<file path="src/rtl/decoder_scan_sequencer.sv">
// Index sequencer for a 3-to-8 decoder: sweeps sel 0..7 or 7..0, holding each
// index for dwell+1 cycles, in single-sweep or continuous mode.
module decoder_scan_sequencer #(
    parameter int DWELL_W = 8
) (
    input  logic               clk,
    input  logic               rst_n,
    input  logic               start_i,
    input  logic               stop_i,
    input  logic               mode_cont_i,
    input  logic               dir_i,
    input  logic [DWELL_W-1:0] dwell_i,
    output logic [2:0]         sel_o,
    output logic               sel_en_o,
    output logic               busy_o,
    output logic               done_o,
    output logic               wrap_o
);

    typedef enum logic {IDLE, SCAN} state_e;

    state_e             state_q;
    logic [2:0]         sel_q;
    logic               sel_en_q, busy_q, done_q, wrap_q;
    logic [DWELL_W-1:0] cnt_q, dwell_q;
    logic               dir_q, cont_q;

    logic [2:0] first_d, restart_d, step_d;
    logic       last_idx_d, dwell_end_d;

    always_comb begin
        first_d     = dir_i ? 3'd7 : 3'd0;
        restart_d   = dir_q ? 3'd7 : 3'd0;
        step_d      = dir_q ? (sel_q - 3'd1) : (sel_q + 3'd1);
        last_idx_d  = (sel_q == (dir_q ? 3'd0 : 3'd7));
        // Compare before incrementing so the counter can never overflow.
        dwell_end_d = (cnt_q >= dwell_q);
    end

    always_ff @(posedge clk or negedge rst_n) begin
        if (!rst_n) begin
            state_q  <= IDLE;
            sel_q    <= 3'd0;
            sel_en_q <= 1'b0;
            busy_q   <= 1'b0;
            done_q   <= 1'b0;
            wrap_q   <= 1'b0;
            cnt_q    <= '0;
            dwell_q  <= '0;
            dir_q    <= 1'b0;
            cont_q   <= 1'b0;
        end else begin
            done_q <= 1'b0;
            wrap_q <= 1'b0;
            case (state_q)
                IDLE: begin
                    if (start_i && !stop_i) begin
                        state_q  <= SCAN;
                        dwell_q  <= dwell_i;
                        dir_q    <= dir_i;
                        cont_q   <= mode_cont_i;
                        sel_q    <= first_d;
                        cnt_q    <= '0;
                        sel_en_q <= 1'b1;
                        busy_q   <= 1'b1;
                    end
                end
                SCAN: begin
                    if (stop_i) begin
                        state_q  <= IDLE;
                        sel_q    <= 3'd0;
                        sel_en_q <= 1'b0;
                        busy_q   <= 1'b0;
                    end else if (!dwell_end_d) begin
                        cnt_q <= cnt_q + 1'b1;
                    end else begin
                        cnt_q <= '0;
                        if (!last_idx_d) begin
                            sel_q <= step_d;
                        end else if (cont_q) begin
                            sel_q  <= restart_d;
                            wrap_q <= 1'b1;
                        end else begin
                            state_q  <= IDLE;
                            sel_q    <= 3'd0;
                            sel_en_q <= 1'b0;
                            busy_q   <= 1'b0;
                            done_q   <= 1'b1;
                        end
                    end
                end
                default: state_q <= IDLE;
            endcase
        end
    end

    assign sel_o    = sel_q;
    assign sel_en_o = sel_en_q;
    assign busy_o   = busy_q;
    assign done_o   = done_q;
    assign wrap_o   = wrap_q;

endmodule
</file>
<file path="config.mk">
export PLATFORM = sky130hd
export DESIGN_NAME = decoder_scan_sequencer
export DESIGN_NICKNAME = d
export VERILOG_FILES = /design/src/rtl/decoder_scan_sequencer.sv
export SDC_FILE = /design/constraint.sdc
export NUM_CORES = 1
export LEC_CHECK = 0
export BUFFER_PORTS_ARGS = -buffer_cell sky130_fd_sc_hd__buf_2
export CAP_MARGIN = 10
export CORE_MARGIN = 2
export CORE_UTILIZATION = 45
export DETAILED_ROUTE_END_ITERATION = 16
export PLACE_DENSITY = 0.66
export SYNTH_ARGS = -nofsm -noshare
export SYNTH_HDL_FRONTEND = slang
export SYNTH_SLANG_ARGS = --single-unit
</file>
<file path="constraint.sdc">
create_clock -name clk -period 2.1 [get_ports clk]
set_input_delay 0.42 -clock clk [delete_from_list [all_inputs] [get_ports clk]]
set_output_delay 0.42 -clock clk [all_outputs]
set_load 0.03 [all_outputs]
</file>
==> results_dict.tcl, run 1 <==
set metrics [dict create \
    crit_path_end_kind "flip-flop" \
    syn_avg_cell_area_sq_um 9.67 \
    drv_cap 0 \
    place_congestion 0.898 \
    start_util_pct 48.3 \
    p_seq_share_pct 42.4 \
    p_switching_w 0.000648 \
    fmax_ghz 0.505 \
    first_global_vias 1255 \
    dp_hpwl_mm 2.52 \
    maxSlewViolCount 0 \
    path_class "reg -> reg" \
    row_count 20 \
    yosys_most_used_dff "dfrtp_1" \
    cts_tree "done" \
    grt_pass1_wl_mm 5.38 \
    r2r_start "cnt_q[1]" \
    swShare_pct 40.1 \
    drt-met1-wl_mm 1.42 \
    async_flop_share_pct 100 \
    port_buffers 20 \
    yosysTopAreaCell "dfrtp_1" \
    vias 1255 \
    rsz0062_at_grt "yes" \
    startpoint_type "flip-flop" \
    yosys_warnings 0 \
    drtAntennaViolNets 0 \
    hold_viol_final 0 \
    clk_pin_slew_ns 0.14 \
    fp.dieW_um 61.7 \
    finalClockSkew_ns 0.00267 \
    yosysSeqAreaShare_pct 41.7 \
    slew_headroom_pct 50.6 \
    synth_cell_types 39 \
    drive_above_1_share_pct 24.6 \
    drt-pass1-iter-count 4 \
    first_iter_violations 89 \
    htree_num_levels 1 \
    cts_sinks 25 \
    root_buffer "clkbuf_4" \
    wl_per_cell_um 14.0 \
    ys_top_cells_by_count "dfrtp_1 (25), nand2_1 (23), o21ai_0 (16)" \
    comb_power_share_pct 44.2 \
    clock_path_buffers 2 \
    route.detailed.drc 0 \
    syn_area_sq_um 1500 \
    top_layer "met4" \
    status "finished, final reports clean" \
    ys_seq_elements 25 \
    crit_required_ns 2.34 \
    p_per_area_nw_per_um2 936 \
    arrival_ns 2.22 \
    synthCells 155 \
    max-vdd-ir-drop_mv 0.404 \
    min_period_over_period_pct 94.3 \
    die-area_sq_um 3810 \
    viasPerCell 5.53 \
    p_leak_nw 0.797 \
    power_frac_clock_pct 13.4 \
    grt_use_total_pct 19.3 \
    post-cts-setup-buffers 0 \
    path_max_fanout 8 \
    antenna_found_initial 0 \
    die_y_um 61.7 \
    cts-buffers-inserted 3 \
    ctsHoldBuffers 0 \
    grt_max_degree 26 \
    io_pins 21 \
    synth.most_common_cell "dfrtp_1" \
    dr_wl_met3_um 70 \
    routed-wl-met2_mm 1.64 \
    synth.area.top_cells "dfrtp_1 (42%), ha_1 (8.3%), nand2_1 (5.8%)" \
    synth_fp_nets 180 \
    holdWs_ns 0.0594 \
    startpoint "cnt_q[1]" \
    finalPower_w 0.00162 \
    synth_edf_count 0 \
    hold_class "in -> async" \
    finalSetupViolations 0 \
    p_int_w 0.000968 \
    wirelength_mm 3.18 \
    fin_nets 209 \
    tightest_slew_ns 0.737 \
    core_sq_um 3100 \
    clock_latency_ns 0.31 \
    synth_top_cell_area_share_pct 41.7 \
    min_period_ns 1.98 \
    synthToLayoutAreaGrowth_pct 15.2 \
    num_antenna_cells 0 \
    globalRoute.totalOverflow 0 \
]
-- per-stage QoR --
step	utilization, %	setup TNS [ns]	setup slack (ns)	cell area [sq um]	std cells
floorplan	-	0	0.0747	1500	155
global placement	54.6	0	0.186	1700	223
detailed placement	54.6	0	0.144	1700	223
CTS	55.5	0	0.115	1720	227
global route	55.6	-0.0361	-0.0234	1730	227
finish	55.6	0	0.119	1730	227
-- cell type report --
type | count | area (sq um)
Clock buffer | 3 | 22.5
Clock inverter | 1 | 5.00
Sequential cell | 25 | 626
Timing Repair Buffer | 28 | 160
Inverter | 14 | 52.6
Fill cell | 305 | 1380
Multi-Input combinational cell | 112 | 806
Tap cell | 44 | 55.1
-- layout by cell type (no fill, tap or decap), types with 3 or more instances in the layout --
cell	Yosys	layout
dfrtp_1	25	25
nand3_1	8	8
inv_1	14	14
nand2_1	23	23
a21oi_1	4	4
nor2b_1	5	5
o21ai_0	16	16
o311ai_2	5	5
nand2b_1	3	3
a21o_1	3	3
clkbuf_4	0	3
buf_4	1	8
buf_2	0	20
ha_1	10	10
-- layer usage --
layer / up-vias / track usage [%]
met5: - / 0
met4: 0 / 8.21
met3: 6 / 2.48
met2: 18 / 33.2
met1: 623 / 24.3
li1: 608 / -
-- state kept, by name, summed over array words and instances (netlist names) --
signal,cells
busy_o,1
cnt_q,8
cont_q,1
dir_q,1
done_o,1
dwell_q,8
sel_o,3
state_q,1
wrap_o,1
-- worst max-delay path, stage by stage (launching register included) --
cell	delay, ns
dfrtp_1	0.43
ha_1	0.22
nor4_2	0.30
o21ai_2	0.12
a311oi_4	0.36
buf_4	0.22
a21boi_0	0.09
o22ai_1	0.16
-- repair_timing --
action / in CTS / in global routing
setup endpoints to repair: 0 / 2
gates resized for setup: 0 / 1
endpoints found under the hold margin: 0 / 0
-- power groups by stage --
stage                     clock network [W]  registers (W)  logic (W)
after floorplan                           0       0.000723   0.000444
after global placement                    0       0.000691   0.000681
after detailed placement                  0       0.000698   0.000708
after CTS                          0.000221       0.000689   0.000711
after global routing               0.000241       0.000705   0.000798
final                              0.000216       0.000685   0.000714
-- logic make-up (layout without fill, tap and decap cells) --
family	after synthesis	in the layout	synth area share, %
and+or+nand+nor	52	52	17.5
AOI/OAI and AO/OA	44	44	23.0
DFF	25	25	41.7
buffers and inverters	18	46	4.76
adders and majority gates	11	11	9.68
muxes	3	3	2.17
xor gates and xnor gates	2	2	1.17
-- final timing paths --
path,to,slack [ns],cells after the start
worst min register to register,dwell_q[0],0.54,1
min in group clk,cont_q,0.30,3
max in group asynchronous,cnt_q[6],1.68,1
worst max-delay path,sel_o[2],0.12,7
worst min-delay path,cnt_q[4],0.06,1
worst max register to register,sel_o[2],0.12,7
(Power assumes the default switching activity.)
==> run 2: changes to the inputs <==
==> config.mk (replaced) <==
export PLATFORM = sky130hd
export DESIGN_NAME = decoder_scan_sequencer
export DESIGN_NICKNAME = d
export VERILOG_FILES = /design/src/rtl/decoder_scan_sequencer.sv
export SDC_FILE = /design/constraint.sdc
export NUM_CORES = 1
export LEC_CHECK = 0
export CAP_MARGIN = 10
export CELL_PAD_IN_SITES_DETAIL_PLACEMENT = 2
export CELL_PAD_IN_SITES_GLOBAL_PLACEMENT = 2
export CORE_MARGIN = 2
export CORE_UTILIZATION = 35
export DETAILED_ROUTE_END_ITERATION = 16
export DONT_BUFFER_PORTS = 1
export PLACE_DENSITY = 0.72
export SYNTH_ARGS = -nofsm -noshare
export SYNTH_HDL_FRONTEND = slang
export SYNTH_SLANG_ARGS = --single-unit
==> run 2 against run 1 <==
Non-clock buffer count shrank 9. Power rose by 17%. Clock skew increased by 0.0037 ns. Sequential cell count is the same. Routed wire length increased by 39%. Global-route usage fell by 1.9 points. Clock power up 36%. Critical endpoint is now sel_o[0]. Largest cell class unchanged.
==> results_dict.tcl, run 2 (synthesis gave the netlist of run 1 again) <==
set metrics [dict create \
    place_area_sq_um 1610 \
    clk_pin_slew_ns 0.10 \
    fp.dieW_um 69.4 \
    dr_wl_met3_um 100 \
    holdWs_ns 0.268 \
    vias 1234 \
    cts-buffers-inserted 3 \
    finish.instance_area_sq_um 1830 \
    final_common_cell "dfrtp_1" \
    port_buffers 0 \
    cts_tree "done" \
    place_congestion 0.806 \
    mostFrequentLayoutCells "dfrtp_1 (24), nand2_1 (23), buf_4 (17), o21ai_0 (16), inv_1 (13)" \
    grt_max_degree 26 \
    wl_per_cell_um 19.7 \
    dp_hpwl_mm 3.03 \
    fin_nets 200 \
    startpoint_type "flip-flop" \
    viasPerCell 5.51 \
    finalClockSkew_ns 0.00641 \
    htree_num_levels 1 \
    tightest_slew_ns 0.816 \
    comb_power_share_pct 46.3 \
    drt-pass1-iter-count 4 \
    power_frac_clock_pct 15.5 \
    dpl.cell_count 210 \
    p_int_w 0.00112 \
    pre_cts_ws_ns 0.0534 \
    num_antenna_cells 0 \
    maxSlewViolCount 0 \
    drv_cap 0 \
    layout.cells.non_filler 224 \
    drive_above_1_share_pct 25.9 \
    startpoint "dwell_q[6]" \
    grt_use_total_pct 17.4 \
    synthToLayoutAreaGrowth_pct 21.8 \
    antenna_found_initial 0 \
    start_util_pct 36.9 \
    max-vdd-ir-drop_mv 0.395 \
    core_sq_um 4060 \
    root_buffer "clkbuf_8" \
    p_per_area_nw_per_um2 1040 \
    crit_required_ns 2.26 \
    reg2reg_to "sel_o[0]" \
    crit_path_end "sel_o[0]" \
    hold_class "in -> reg" \
    drt-met1-wl_mm 1.83 \
    clock_path_buffers 2 \
    fmax_ghz 0.484 \
    p_seq_share_pct 38.2 \
    slew_headroom_pct 45.2 \
    r2r_start "dwell_q[6]" \
    arrival_ns 2.22 \
    first_iter_violations 29 \
    wirelength_mm 4.41 \
    min_path_cells 2 \
    drtAntennaViolNets 0 \
    top_layer "met4" \
    crit_path_end_kind "flip-flop" \
    finalSetupViolations 0 \
    hold_viol_final 0 \
    clock_latency_ns 0.27 \
    path_class "reg -> reg" \
    die_y_um 69.4 \
    die-area_sq_um 4820 \
    min_period_over_period_pct 98.4 \
    globalRoute.totalOverflow 0 \
    swShare_pct 40.5 \
    path_max_fanout 8 \
    route.detailed.drc 0 \
    min_period_ns 2.07 \
    reg2reg_setup_slack_ns 0.03 \
    ff2ff_path_depth 7 \
    p_switching_w 0.000766 \
    routed-wl-met2_mm 2.46 \
    status "finished, final reports clean" \
    row_count 23 \
    fin_setup_tns_ns 0 \
    first_global_vias 1321 \
    grt_pass1_wl_mm 6.71 \
    io_pins 21 \
    final.setup.worst_slack_ns 0.0330 \
    cts_sinks 25 \
    p_leak_nw 0.801 \
]
==> run 2: changes by cell type in the layout (fill, tap and decap cells not counted), moves of 3 or more <==
cell	change
buf_2	-20
buf_4	+9
clkbuf_4	-3
clkbuf_8	+3
ha_1	-5
ha_2	+3
o311ai_2	-3
o311ai_4	+3
==> run 2: worst min path at each step <==
stage,from,end,slack [ns]
3_3_place_gp,rst_n,sel_o[1],0.13
4_1_cts,dwell_i[5],dwell_q[5],0.26
2_1_floorplan,rst_n,busy_o,0.12
3_5_place_dp,rst_n,busy_o,0.13
5_1_grt,dwell_i[5],dwell_q[5],0.26
6_report,dwell_i[5],dwell_q[5],0.27
==> run 2: power groups by stage <==
stage	Combinational [W]	Sequential, W	Clock [W]
final	0.000875	0.000721	0.000293
after global routing	0.000968	0.000736	0.000322
after CTS	0.000698	0.000729	0.000305
after detailed placement	0.000668	0.000739	0
after global placement	0.000621	0.000727	0
after floorplan	0.000444	0.000723	0
==> run 2: layer usage <==
metal  up-vias  GRT usage (%)
met5         -              0
met4         0           3.92
li1        585              -
met1       631           20.2
met3         2           2.18
met2        16           33.5
==> run 2: area by class of cell <==
class | count | area (sq um)
sequential | 25 | 627
inverter | 14 | 52.6
tap | 50 | 62.6
multi-input combinational | 112 | 880
fill | 445 | 2230
clock inverter | 1 | 5.00
clock buffer | 3 | 41.3
timing repair buffer | 19 | 158
==> run 2: stage by stage <==
| step | util, % | total power, W |
|---|---|---|
| after floorplan | - | 0.00117 |
| after detailed placement | 39.7 | 0.00141 |
| after global placement | 39.7 | 0.00135 |
| final | 45.0 | 0.00189 |
| after global routing | 45.0 | 0.00203 |
| after CTS | 41.6 | 0.00173 |
==> run 2: timing repair <==
action	in CTS	in global routing
hold buffers	2	0
resized for setup	0	14
setup buffers	0	8
endpoints found under the setup margin	0	9
hold endpoints to repair	25	0
==> run 2: critical path, cell delays in order, from the launching register on <==
cell	delay (ns)
dfrtp_1	0.40
inv_2	0.08
ha_4	0.20
a21o_1	0.16
a21o_1	0.20
a311oi_4	0.40
nand2_4	0.20
o221a_1	0.31
